## src/rtl/mru_tracker.sv

```systemverilog
// mru_tracker: keeps the last DEPTH distinct sample values in
// most-recent-first order, reporting hit, hit position and eviction
// for every accepted sample. All outputs are registered.
module mru_tracker #(
  parameter int DATA_W = 8,
  parameter int DEPTH  = 4,
  parameter int CNT_W  = 16,
  localparam int IDX_W = $clog2(DEPTH)
) (
  input  logic                    clk_in,
  input  logic                    reset_in,
  input  logic [DATA_W-1:0]       data_in,
  input  logic                    data_valid_in,
  input  logic                    flush_in,
  output logic [DEPTH*DATA_W-1:0] out_data,
  output logic [DEPTH-1:0]        out_valid,
  output logic                    hit_out,
  output logic [IDX_W-1:0]        hit_idx_out,
  output logic [DATA_W-1:0]       evict_out,
  output logic                    evict_valid_out,
  output logic [CNT_W-1:0]        hit_cnt_out
);

  logic [DATA_W-1:0] slot_reg  [DEPTH];
  logic [DATA_W-1:0] slot_next [DEPTH];
  logic [DATA_W-1:0] base_slot [DEPTH];
  logic [DEPTH-1:0]  valid_reg;
  logic [DEPTH-1:0]  valid_next;
  logic [DEPTH-1:0]  base_valid;
  logic [DEPTH-1:0]  match;
  logic [IDX_W-1:0]  hit_pos;
  logic              hit_any;
  logic              is_hit;
  logic              do_evict;

  logic              hit_reg;
  logic [IDX_W-1:0]  hit_idx_reg;
  logic [DATA_W-1:0] evict_reg;
  logic              evict_valid_reg;
  logic [CNT_W-1:0]  hit_cnt_reg;

  // Compare against the registered list only; invalid slots never match,
  // even if they still hold an equal value (e.g. 0 after a flush).
  for (genvar gi = 0; gi < DEPTH; gi++) begin : g_match
    assign match[gi]     = valid_reg[gi] && (slot_reg[gi] == data_in);
    // A flush empties the list before the sample is applied.
    assign base_slot[gi] = flush_in ? '0 : slot_reg[gi];
    assign out_data[gi*DATA_W +: DATA_W] = slot_reg[gi];
  end

  assign base_valid = flush_in ? '0 : valid_reg;
  assign hit_any    = |match;
  // A sample arriving with a flush lands in an empty list, so it is a miss.
  assign is_hit     = data_valid_in && !flush_in && hit_any;
  assign do_evict   = data_valid_in && !flush_in && !hit_any && valid_reg[DEPTH-1];

  // Encode the matching slot; valid slots are distinct so at most one bit is set.
  always_comb begin
    hit_pos = '0;
    for (int k = 0; k < DEPTH; k++) begin
      if (match[k]) hit_pos = IDX_W'(k);
    end
  end

  // Next list contents: move-to-front on hit, shift-in on miss, hold when idle.
  for (genvar gi = 0; gi < DEPTH; gi++) begin : g_next
    if (gi == 0) begin : g_head
      assign slot_next[gi] = data_valid_in ? data_in : base_slot[gi];
    end else begin : g_tail
      assign slot_next[gi] = !data_valid_in                        ? base_slot[gi]   :
                             (is_hit && (IDX_W'(gi) > hit_pos))    ? base_slot[gi]   :
                                                                     base_slot[gi-1];
    end
  end

  assign valid_next = !data_valid_in ? base_valid :
                      is_hit         ? valid_reg  :
                                       {base_valid[DEPTH-2:0], 1'b1};

  // List state and side outputs, all updated on the same edge.
  always_ff @(posedge clk_in) begin
    if (reset_in) begin
      for (int k = 0; k < DEPTH; k++) slot_reg[k] <= '0;
      valid_reg       <= '0;
      hit_reg         <= 1'b0;
      hit_idx_reg     <= '0;
      evict_reg       <= '0;
      evict_valid_reg <= 1'b0;
      hit_cnt_reg     <= '0;
    end else begin
      for (int k = 0; k < DEPTH; k++) slot_reg[k] <= slot_next[k];
      valid_reg       <= valid_next;
      hit_reg         <= is_hit;
      hit_idx_reg     <= is_hit ? hit_pos : '0;
      evict_valid_reg <= do_evict;
      if (do_evict) evict_reg <= slot_reg[DEPTH-1];
      if (is_hit && (hit_cnt_reg != {CNT_W{1'b1}})) hit_cnt_reg <= hit_cnt_reg + 1'b1;
    end
  end

  assign out_valid       = valid_reg;
  assign hit_out         = hit_reg;
  assign hit_idx_out     = hit_idx_reg;
  assign evict_out       = evict_reg;
  assign evict_valid_out = evict_valid_reg;
  assign hit_cnt_out     = hit_cnt_reg;

endmodule

```

## config.mk

```make
export PLATFORM = sky130hd
export DESIGN_NAME = mru_tracker
export DESIGN_NICKNAME = d
export VERILOG_FILES = /design/src/rtl/mru_tracker.sv
export SDC_FILE = /design/constraint.sdc
export NUM_CORES = 1
export LEC_CHECK = 0
export CORE_MARGIN = 5
export CORE_UTILIZATION = 29
export DETAILED_ROUTE_END_ITERATION = 8
export GPL_TIMING_DRIVEN = 0
export PLACE_DENSITY = 0.5
export SYNTH_ARGS = -nofsm -noshare
export SYNTH_HDL_FRONTEND = slang
export SYNTH_SLANG_ARGS = --single-unit
```

## constraint.sdc

```tcl
create_clock -name clk_in -period 3.7 [get_ports clk_in]
set_clock_uncertainty 0.15 [all_clocks]
set_input_delay 0.925 -clock clk_in [delete_from_list [all_inputs] [get_ports clk_in]]
set_output_delay 0.925 -clock clk_in [all_outputs]
set_load 0.05 [all_outputs]
```

==> flow_metrics.env, run 1 <==
export IMPL_status="finished clean"
export IMPL_drc=0
export IMPL_grt_usage_pct=14.9
export IMPL_min_period_ns=3.07
export IMPL_numCtsBuffers=9
export IMPL_setup_viol=0
export IMPL_insertion_delay_ns=0.35
export IMPL_syn_to_final_growth_pct=32.7
export IMPL_cpPeakStageDelay_ns=0.53
export IMPL_cp_start_kind="input port"
export IMPL_pre_cts_ws_ns=0.318
export IMPL_cp_num_buf_inv=2
export IMPL_max_cap_violations=0
export IMPL_seq_area_mm2=0.00128
export IMPL_postCtsHoldBufs=0
export IMPL_start_util_pct=29.7
export IMPL_antenna_cells=0
export IMPL_r2r_slack_ns=1.17
export IMPL_finalWorstSetupSlack_ns=0.634
export IMPL_drtIter0Drc=125
export IMPL_post_cts_buffers=0
export IMPL_yosys_warnings=0
export IMPL_power_density_mw_per_mm2=356
export IMPL_synth_edf_count=0
export IMPL_critPathCaptureType="register"
export IMPL_slew_violations=0
export IMPL_synth_top_cell_area_share_pct=39.7
export IMPL_die_w_um=116
export IMPL_post_route_util_pct=39.4
export IMPL_p_leak_nw=1.31
export IMPL_synthArstFlopShare_pct=0
export IMPL_min_period_over_period_pct=82.9
export IMPL_cts_clk_slew_worst_paths_ns=0.07
export IMPL_clock_sinks=64
export IMPL_setup_tns_ns=0
export IMPL_dr_max_layer_used="met4"
export IMPL_syn_nets=388
export IMPL_crit_reg2reg_launch="slot_reg[3][6]"
export IMPL_path_cells="clkdlybuf4s50_1 -> inv_1 -> nor2_1 -> nand2_1 -> nor4_1 -> mux2_2"
export IMPL_max_freq_mhz=326
export IMPL_gp_congestion=0.830
export IMPL_cts_tree="done"
export IMPL_placed_cells=581
export IMPL_syn_cell_area_mm2=0.00323
export IMPL_rsz0062_at_grt="no"
export IMPL_syn_avg_cell_area_um2=8.61
export IMPL_firstDrtPassIters=6
export IMPL_critical_path_class="input port to register"
export IMPL_synth_area_leaders="dfxtp_1, xnor2_1, mux2i_1, a21oi_1, nand2_1"
export IMPL_hold_path_cell_count=2
export IMPL_clockRootBuffer="clkbuf_8"
export IMPL_hold_start="evict_out[6]"
export IMPL_dieArea_mm2=0.0133
export IMPL_clk_path_buf_depth=2
export IMPL_hold_viol=0
export IMPL_chipHeight_um=116
export IMPL_reg2regPathDepth=7
export IMPL_multi_input_area_mm2=0.00181
export IMPL_grt_max_degree=12
export IMPL_ir_worst_vdd_uv=168
export IMPL_yosysMostFrequentCell="dfxtp_1"
export IMPL_grt_pass1_vias=2799
export IMPL_cp_arrival_ns=3.16
export IMPL_hpwlAfterDp_mm=7.52
export IMPL_drt_met1_wl_mm=4.54
export IMPL_post_cts_resized=0
export IMPL_slew_headroom_pct=57.1
export IMPL_yosysUniqueCellTypes=39
export IMPL_holdPathEnd="evict_out[6]"
export IMPL_crit_slowest_cell="clkdlybuf4s50_1"
export IMPL_ys_seq_area_share_pct=39.7
export IMPL_ant_nets=0
export IMPL_critPathMaxFanout=9
export IMPL_routed_wl_mm=9.92
export IMPL_nets=465
export IMPL_crit_family="simple AND/OR/NAND/NOR gates"
export IMPL_met2_length_mm=4.64
export IMPL_worst_slew_pin_slew_ns=0.638
export IMPL_drive_above_1_share_pct=8.97
export IMPL_viasPerCell=4.96
export IMPL_portBuffers=66
export IMPL_cts_max_level=3
export IMPL_ios=76
export IMPL_synthFlopType="dfxtp_1"
export IMPL_synth_common_cells="dfxtp_1, nand2_1, xnor2_1"
export IMPL_fill_cells=1136
export IMPL_antenna_found_initial=0
export IMPL_hold_class="register to register"
export IMPL_worst_ep_required_time_ns=3.79
export IMPL_rows=38
export IMPL_ys_ff_latch=64
export IMPL_synthCells=375
export IMPL_wl_per_cell_um=16.6
export IMPL_grt_overflow_total=0
export IMPL_largest_reg_flops=32
export IMPL_grt_pass1_wl_mm=15.4
export IMPL_core_area_mm2=0.0109
export IMPL_wl_met3_um=582
export IMPL_yosysTopAreaCell="dfxtp_1"
export IMPL_routed_via_count=2959
export IMPL_rr_endpoint="hit_cnt_out[5]"
export IMPL_finalNonFillerCells=597
## worst max-delay path by stage
stage | end | depth (start not counted) | startpoint | slack [ns]
final | hit_cnt_out[9] | 6 | data_valid_in | 0.63
after global routing | hit_cnt_out[9] | 6 | data_valid_in | 0.51
after CTS | hit_cnt_out[9] | 6 | data_valid_in | 0.70
after detailed placement | hit_cnt_out[9] | 6 | data_valid_in | 0.32
after global placement | hit_cnt_out[9] | 6 | data_valid_in | 0.34
after floorplan | hit_cnt_out[5] | 8 | data_in[2] | 0.79
## layout make-up
type | instances | area share [%]
Buffer | 28 | 2.95
Clock buffer | 11 | 3.30
Clock inverter | 5 | 1.87
Inverter | 3 | 0.263
Multi-Input combinational cell | 280 | 42.2
Sequential cell | 64 | 29.9
Tap cell | 140 | 4.09
Timing Repair Buffer | 66 | 15.4
## metal layers
| metal | vias to the layer above | GRT usage, % |
|---|---|---|
| met4 | 0 | 5.01 |
| li1 | 1474 | - |
| met3 | 12 | 4.70 |
| met2 | 76 | 23.5 |
| met5 | - | 0 |
| met1 | 1397 | 19.3 |
## logic make-up after synthesis
kind of cell | Yosys count | share of synthesized area (%)
buf+inv | 31 | 4.26
fa+ha+maj | 1 | 0.387
xor+xnor | 32 | 8.68
compound gates | 67 | 12.8
mux | 23 | 7.32
flops | 64 | 39.7
simple gates | 157 | 26.9
## tightest hold or removal path, cell delays in order (launching register included)
cell and delay, ns:
dfxtp_1 0.31, nand2b_1 0.06, mux2i_1 0.06
## power breakdown
| part | internal, W | total, W | switching [W] |
|---|---|---|---|
| Clock | 0.000397 | 0.000683 | 0.000287 |
| Combinational | 0.0000481 | 0.000139 | 0.0000907 |
| Sequential | 0.000695 | 0.000705 | 0.00000958 |
## stage by stage
| stage | area [um2] | power, W | hold WS, ns |
|---|---|---|---|
| global route | 4290 | 0.00158 | 0.350 |
| detailed placement | 4070 | 0.000861 | 0.315 |
| global placement | 4070 | 0.000860 | 0.310 |
| CTS | 4290 | 0.00154 | 0.328 |
| floorplan | 3230 | 0.000816 | 0.541 |
| finish | 4290 | 0.00153 | 0.323 |
## layout by cell type, fill, tap and decap left out, types with 2 or more instances in the layout
master / count
buf_2: 10
clkbuf_1: 14
nor2_1: 22
inv_1: 3
nor4_2: 2
mux2i_1: 18
bufinv_16: 2
nand2b_1: 18
a22oi_1: 8
buf_1: 3
mux2_2: 5
clkbuf_8: 10
nand3_1: 22
or3_1: 6
or4_1: 8
o31ai_1: 6
nor3_4: 2
nand3b_1: 8
xnor2_1: 32
nand4_1: 9
nor4_1: 3
nor2b_1: 6
dfxtp_1: 64
a21oi_1: 27
clkdlybuf4s50_1: 66
clkinvlp_4: 2
or2_2: 2
o21ai_0: 22
nor3_1: 10
nand2_1: 33
No activity file was read; power rests on OpenSTA's default activity.
==> run 2: changes to the inputs <==
clock period = 2.9 ns   (was 3.7 ns; I/O delays follow)
==> run 2 against run 1 <==
  * Sequential power increased by 28%
  * Critical path depth increased by 2
  * Largest power group unchanged
  * Power increased by 28%
  * First-iteration DRC count decreased by 3.2%
  * Flip-flop and latch count unchanged
  * Clock-buffer cell count unchanged
  * Combinational power increased by 28%
  * Hold slack about the same
  * Global-route usage unchanged
  * Sequential share of layout area about the same
  * Highest routed layer unchanged
  * Via count increased by 0.14%
  * Cell area about the same
==> flow_metrics.env, run 2 (synthesis gave the netlist of run 1 again) <==
export IMPL_portBuffers=66
export IMPL_r2r_slack_ns=0.38
export IMPL_slew_violations=0
export IMPL_finalNonFillerCells=597
export IMPL_hpwlAfterDp_mm=7.52
export IMPL_hold_viol=0
export IMPL_viasPerCell=4.96
export IMPL_critPathMaxFanout=10
export IMPL_max_cap_violations=0
export IMPL_final_cell_mix="clkdlybuf4s50_1, dfxtp_1, nand2_1"
export IMPL_holdPathEnd="evict_out[6]"
export IMPL_critical_path_class="input port to register"
export IMPL_grt_overflow_total=0
export IMPL_fill_cells=1135
export IMPL_grt_pass1_vias=2799
export IMPL_layout_commonest_cell="clkdlybuf4s50_1"
export IMPL_antenna_found_initial=0
export IMPL_nets=465
export IMPL_grt_usage_pct=14.9
export IMPL_status="finished clean"
export IMPL_antenna_cells=0
export IMPL_max_freq_mhz=373
export IMPL_setup_viol=0
export IMPL_hold_start="evict_out[6]"
export IMPL_drc=0
export IMPL_worst_ep_required_time_ns=3.02
export IMPL_clock_sinks=64
export IMPL_p_clk_share_pct=44.8
export IMPL_cts_max_level=3
export IMPL_cts_tree="done"
export IMPL_rr_endpoint="hit_cnt_out[5]"
export IMPL_p_seq_share_pct=46.1
export IMPL_hold_class="register to register"
export IMPL_rsz0062_at_grt="no"
export IMPL_critPathCaptureType="register"
export IMPL_p_int_w=0.00145
export IMPL_min_period_over_period_pct=92.4
export IMPL_syn_to_final_growth_pct=32.8
export IMPL_switching_share_pct=25.4
export IMPL_clockRootBuffer="clkbuf_8"
export IMPL_power_switching_w=0.000494
export IMPL_insertion_delay_ns=0.35
export IMPL_drtIter0Drc=121
export IMPL_routed_wl_mm=9.90
export IMPL_rows=38
export IMPL_post_cts_buffers=0
export IMPL_hold_path_cell_count=2
export IMPL_grt_pass1_wl_mm=15.4
export IMPL_post_route_util_pct=39.4
export IMPL_p_leak_nw=1.31
export IMPL_ir_worst_vdd_uv=215
export IMPL_power_frac_comb_pct=9.1
export IMPL_clk_path_buf_depth=2
export IMPL_cp_start_kind="input port"
export IMPL_firstDrtPassIters=7
export IMPL_start_util_pct=29.7
export IMPL_min_period_ns=2.68
export IMPL_reg2regPathDepth=7
export IMPL_dieArea_mm2=0.0133
export IMPL_total_power_w=0.00195
export IMPL_power_density_mw_per_mm2=454
export IMPL_slew_headroom_pct=56.9
export IMPL_core_area_mm2=0.0109
export IMPL_ant_nets=0
export IMPL_worst_slew_pin_slew_ns=0.641
export IMPL_numCtsBuffers=9
export IMPL_chipHeight_um=116
export IMPL_placed_cells=581
export IMPL_drive_above_1_share_pct=9.19
export IMPL_routed_via_count=2963
export IMPL_grt_max_degree=12
export IMPL_wl_per_cell_um=16.6
export IMPL_cts_clk_slew_worst_paths_ns=0.07
export IMPL_largest_reg_flops=32
export IMPL_ios=76
export IMPL_crit_reg2reg_launch="slot_reg[3][6]"
export IMPL_cp_arrival_ns=2.80
export IMPL_die_w_um=116
export IMPL_gp_congestion=0.830
run 2: changes by cell type in the layout (fill, tap and decap cells not counted):
cell	previous run	this run
nor2_1	22	21
nor2_2	0	1
run 2: area by class of cell:
cell class	count	area, um2	share of cell area, %
multi-input cells	280	1810	42.3
flip-flops and latches	64	1280	29.9
plain buffers	28	126	2.95
clock buffers	11	141	3.30
well taps	140	175	4.08
repair buffers	66	661	15.4
inverters	3	11.3	0.263
clock inverters	5	80.1	1.87
run 2: critical path, cell delays in order:
cell and delay [ns]:
buf_2 0.17, xnor2_1 0.14, nand4_1 0.14, nor3_4 0.10
nor4_2 0.62, clkbuf_1 0.43, and2_1 0.27, mux2i_1 0.20
run 2: routing by layer:
metal / global-route usage [%] / wire, um
met4: 5.01 / 198
met1: 19.3 / 4540
met2: 23.5 / 4590
met3: 4.70 / 581
met5: 0 / 0
run 2: worst max-delay path by stage:
| stage | from | endpoint | slack [ns] | cells past startpoint |
|---|---|---|---|---|
| after floorplan | data_in[2] | hit_cnt_out[5] | 0.19 | 8 |
| after global placement | data_valid_in | hit_cnt_out[9] | -0.26 | 6 |
| after detailed placement | data_valid_in | hit_cnt_out[9] | -0.28 | 6 |
| after CTS | data_valid_in | hit_cnt_out[9] | 0.1 | 6 |
| after global routing | data_in[7] | hit_cnt_out[5] | 0.03 | 8 |
| final | data_in[3] | out_valid[2] | 0.22 | 8 |
run 2: power by group through the flow:
stage               logic (W)  registers, W  clock network (W)
floorplan           0.0000960      0.000945                  0
global placement     0.000177      0.000920                  0
detailed placement   0.000178      0.000920                  0
CTS                  0.000179      0.000899           0.000893
global route         0.000192      0.000900           0.000926
finish               0.000178      0.000899           0.000872
run 2: repair_timing:
item | 4_1_cts | 5_1_grt
setup endpoints to repair | 0 | 3
gates resized for setup | 0 | 1
hold buffers | 0 | 0
run 2: metrics by stage:
| step | setup WS, ns | hold WS (ns) | cell area (um2) | TNS, ns |
|---|---|---|---|---|
| finish | 0.222 | 0.323 | 4290 | 0 |
| global route | 0.0298 | 0.350 | 4290 | 0 |
| CTS | 0.0954 | 0.328 | 4290 | 0 |
| detailed placement | -0.282 | 0.315 | 4070 | -2.12 |
| global placement | -0.265 | 0.310 | 4070 | -1.95 |
| floorplan | 0.194 | 0.541 | 3230 | 0 |
==> run 3: changes to the inputs <==
CTS_BUF_LIST = sky130_fd_sc_hd__clkbuf_4   (was default)
==> run 3 against run 2 <==
  * Flip-flop and latch count unchanged
  * Die area unchanged
  * Sequential power about the same
  * Utilization down 0.60 points
  * Critical path depth down 2
  * Fmax down 3.7%
  * Critical path type unchanged
==> flow_metrics.env, run 3 (synthesis gave the netlist of run 1 again) <==
export IMPL_hold_viol=0
export IMPL_clk_path_buf_depth=2
export IMPL_postCtsHoldBufs=0
export IMPL_cp_start_kind="input port"
export IMPL_drive_above_1_share_pct=8.97
export IMPL_grt_pass1_wl_mm=15.4
export IMPL_syn_to_final_growth_pct=30.8
export IMPL_post_route_util_pct=38.8
export IMPL_max_freq_mhz=360
export IMPL_ir_worst_vdd_uv=226
export IMPL_die_w_um=116
export IMPL_antenna_found_initial=0
export IMPL_placed_cells=581
export IMPL_routed_wl_mm=9.91
export IMPL_fin_area_mm2=0.00422
export IMPL_min_period_over_period_pct=95.9
export IMPL_max_cap_violations=0
export IMPL_numCtsBuffers=9
export IMPL_worst_ep_required_time_ns=3.07
export IMPL_largest_reg_flops=32
export IMPL_firstDrtPassIters=4
export IMPL_total_power_w=0.00178
export IMPL_status="finished clean"
export IMPL_critical_path_class="input port to register"
export IMPL_dieArea_mm2=0.0133
export IMPL_insertion_delay_ns=0.42
export IMPL_cts_clk_slew_worst_paths_ns=0.11
export IMPL_chipHeight_um=116
export IMPL_clock_sinks=64
export IMPL_routed_via_count=2950
export IMPL_grt_max_degree=12
export IMPL_critPathCaptureType="register"
export IMPL_hold_class="register to register"
export IMPL_rsz0062_at_grt="no"
export IMPL_hold_slack_ns=0.331
export IMPL_wl_per_cell_um=16.6
export IMPL_core_area_mm2=0.0109
export IMPL_p_leak_nw=1.29
export IMPL_dpl_instance_area_mm2=0.00407
export IMPL_cp_arrival_ns=2.95
export IMPL_critPathMaxFanout=9
export IMPL_cts_tree="done"
export IMPL_ios=76
export IMPL_grt_overflow_total=0
export IMPL_antenna_cells=0
export IMPL_setup_viol=0
export IMPL_layout_commonest_cell="clkdlybuf4s50_1"
export IMPL_slew_headroom_pct=58.7
export IMPL_finalNonFillerCells=597
export IMPL_start_util_pct=29.7
export IMPL_portBuffers=66
export IMPL_slew_violations=0
export IMPL_cts_max_level=3
export IMPL_nets=465
export IMPL_worst_slew_pin_slew_ns=0.615
export IMPL_hpwlAfterDp_mm=7.52
export IMPL_final_cell_mix="clkdlybuf4s50_1, dfxtp_1, nand2_1"
export IMPL_grt_usage_pct=14.9
export IMPL_post_cts_buffers=0
export IMPL_gp_congestion=0.830
export IMPL_drc=0
export IMPL_rows=38
export IMPL_viasPerCell=4.94
export IMPL_post_cts_resized=0
export IMPL_min_period_ns=2.78
export IMPL_power_density_mw_per_mm2=421
export IMPL_drtIter0Drc=115
export IMPL_clockRootBuffer="clkbuf_4"
export IMPL_grt_pass1_vias=2794
export IMPL_ant_nets=0
run 3: cell types whose count changed in the layout (fill, tap and decap cells not counted), sizes merged:
| cell | delta |
|---|---|
| clkinv | +1 |
| clkbuf | -1 |
run 3: cell type report:
cell class,count,area (um2)
fill,1136,6660
multi-input combinational,280,1810
sequential,64,1280
timing repair buffer,66,661
tap,140,175
buffer,28,126
clock inverter,6,83.8
clock buffer,10,75.1
inverter,3,11.3
run 3: where the power goes:
group / internal [W] / total [W] / switching, W
Clock: 0.000355 / 0.000702 / 0.000347
Combinational: 0.0000613 / 0.000177 / 0.000116
Sequential: 0.000887 / 0.000900 / 0.0000124
run 3: metal layers:
metal  global-route usage, %  vias up  part of all wire [%]
met5                       0        -                     0
met4                    4.46        0                   1.6
met3                    4.70       11                   6.1
met2                    23.8       83                    46
met1                    19.4     1383                    46
li1                        -     1473                     -
run 3: metrics by stage:
stage,worst slack (ns),TNS [ns]
finish,0.119,0
global route,0.00491,0
CTS,0.178,0
detailed placement,-0.282,-2.12
global placement,-0.265,-1.95
floorplan,0.194,0
run 3: critical path, stage by stage:
cell and delay (ns):
clkdlybuf4s50_1 0.53, inv_1 0.17, nor2_1 0.46, nand2_1 0.32
nor4_1 0.37, mux2_2 0.37
run 3: path summary, 6_finish.rpt:
path,to,cells after the start,slack [ns],start
hold / removal,evict_out[6],2,0.33,evict_out[6]
setup / recovery,hit_cnt_out[9],6,0.12,data_valid_in
setup reg to reg,hit_cnt_out[5],7,0.35,slot_reg[3][6]
hold reg to reg,evict_out[6],2,0.33,evict_out[6]
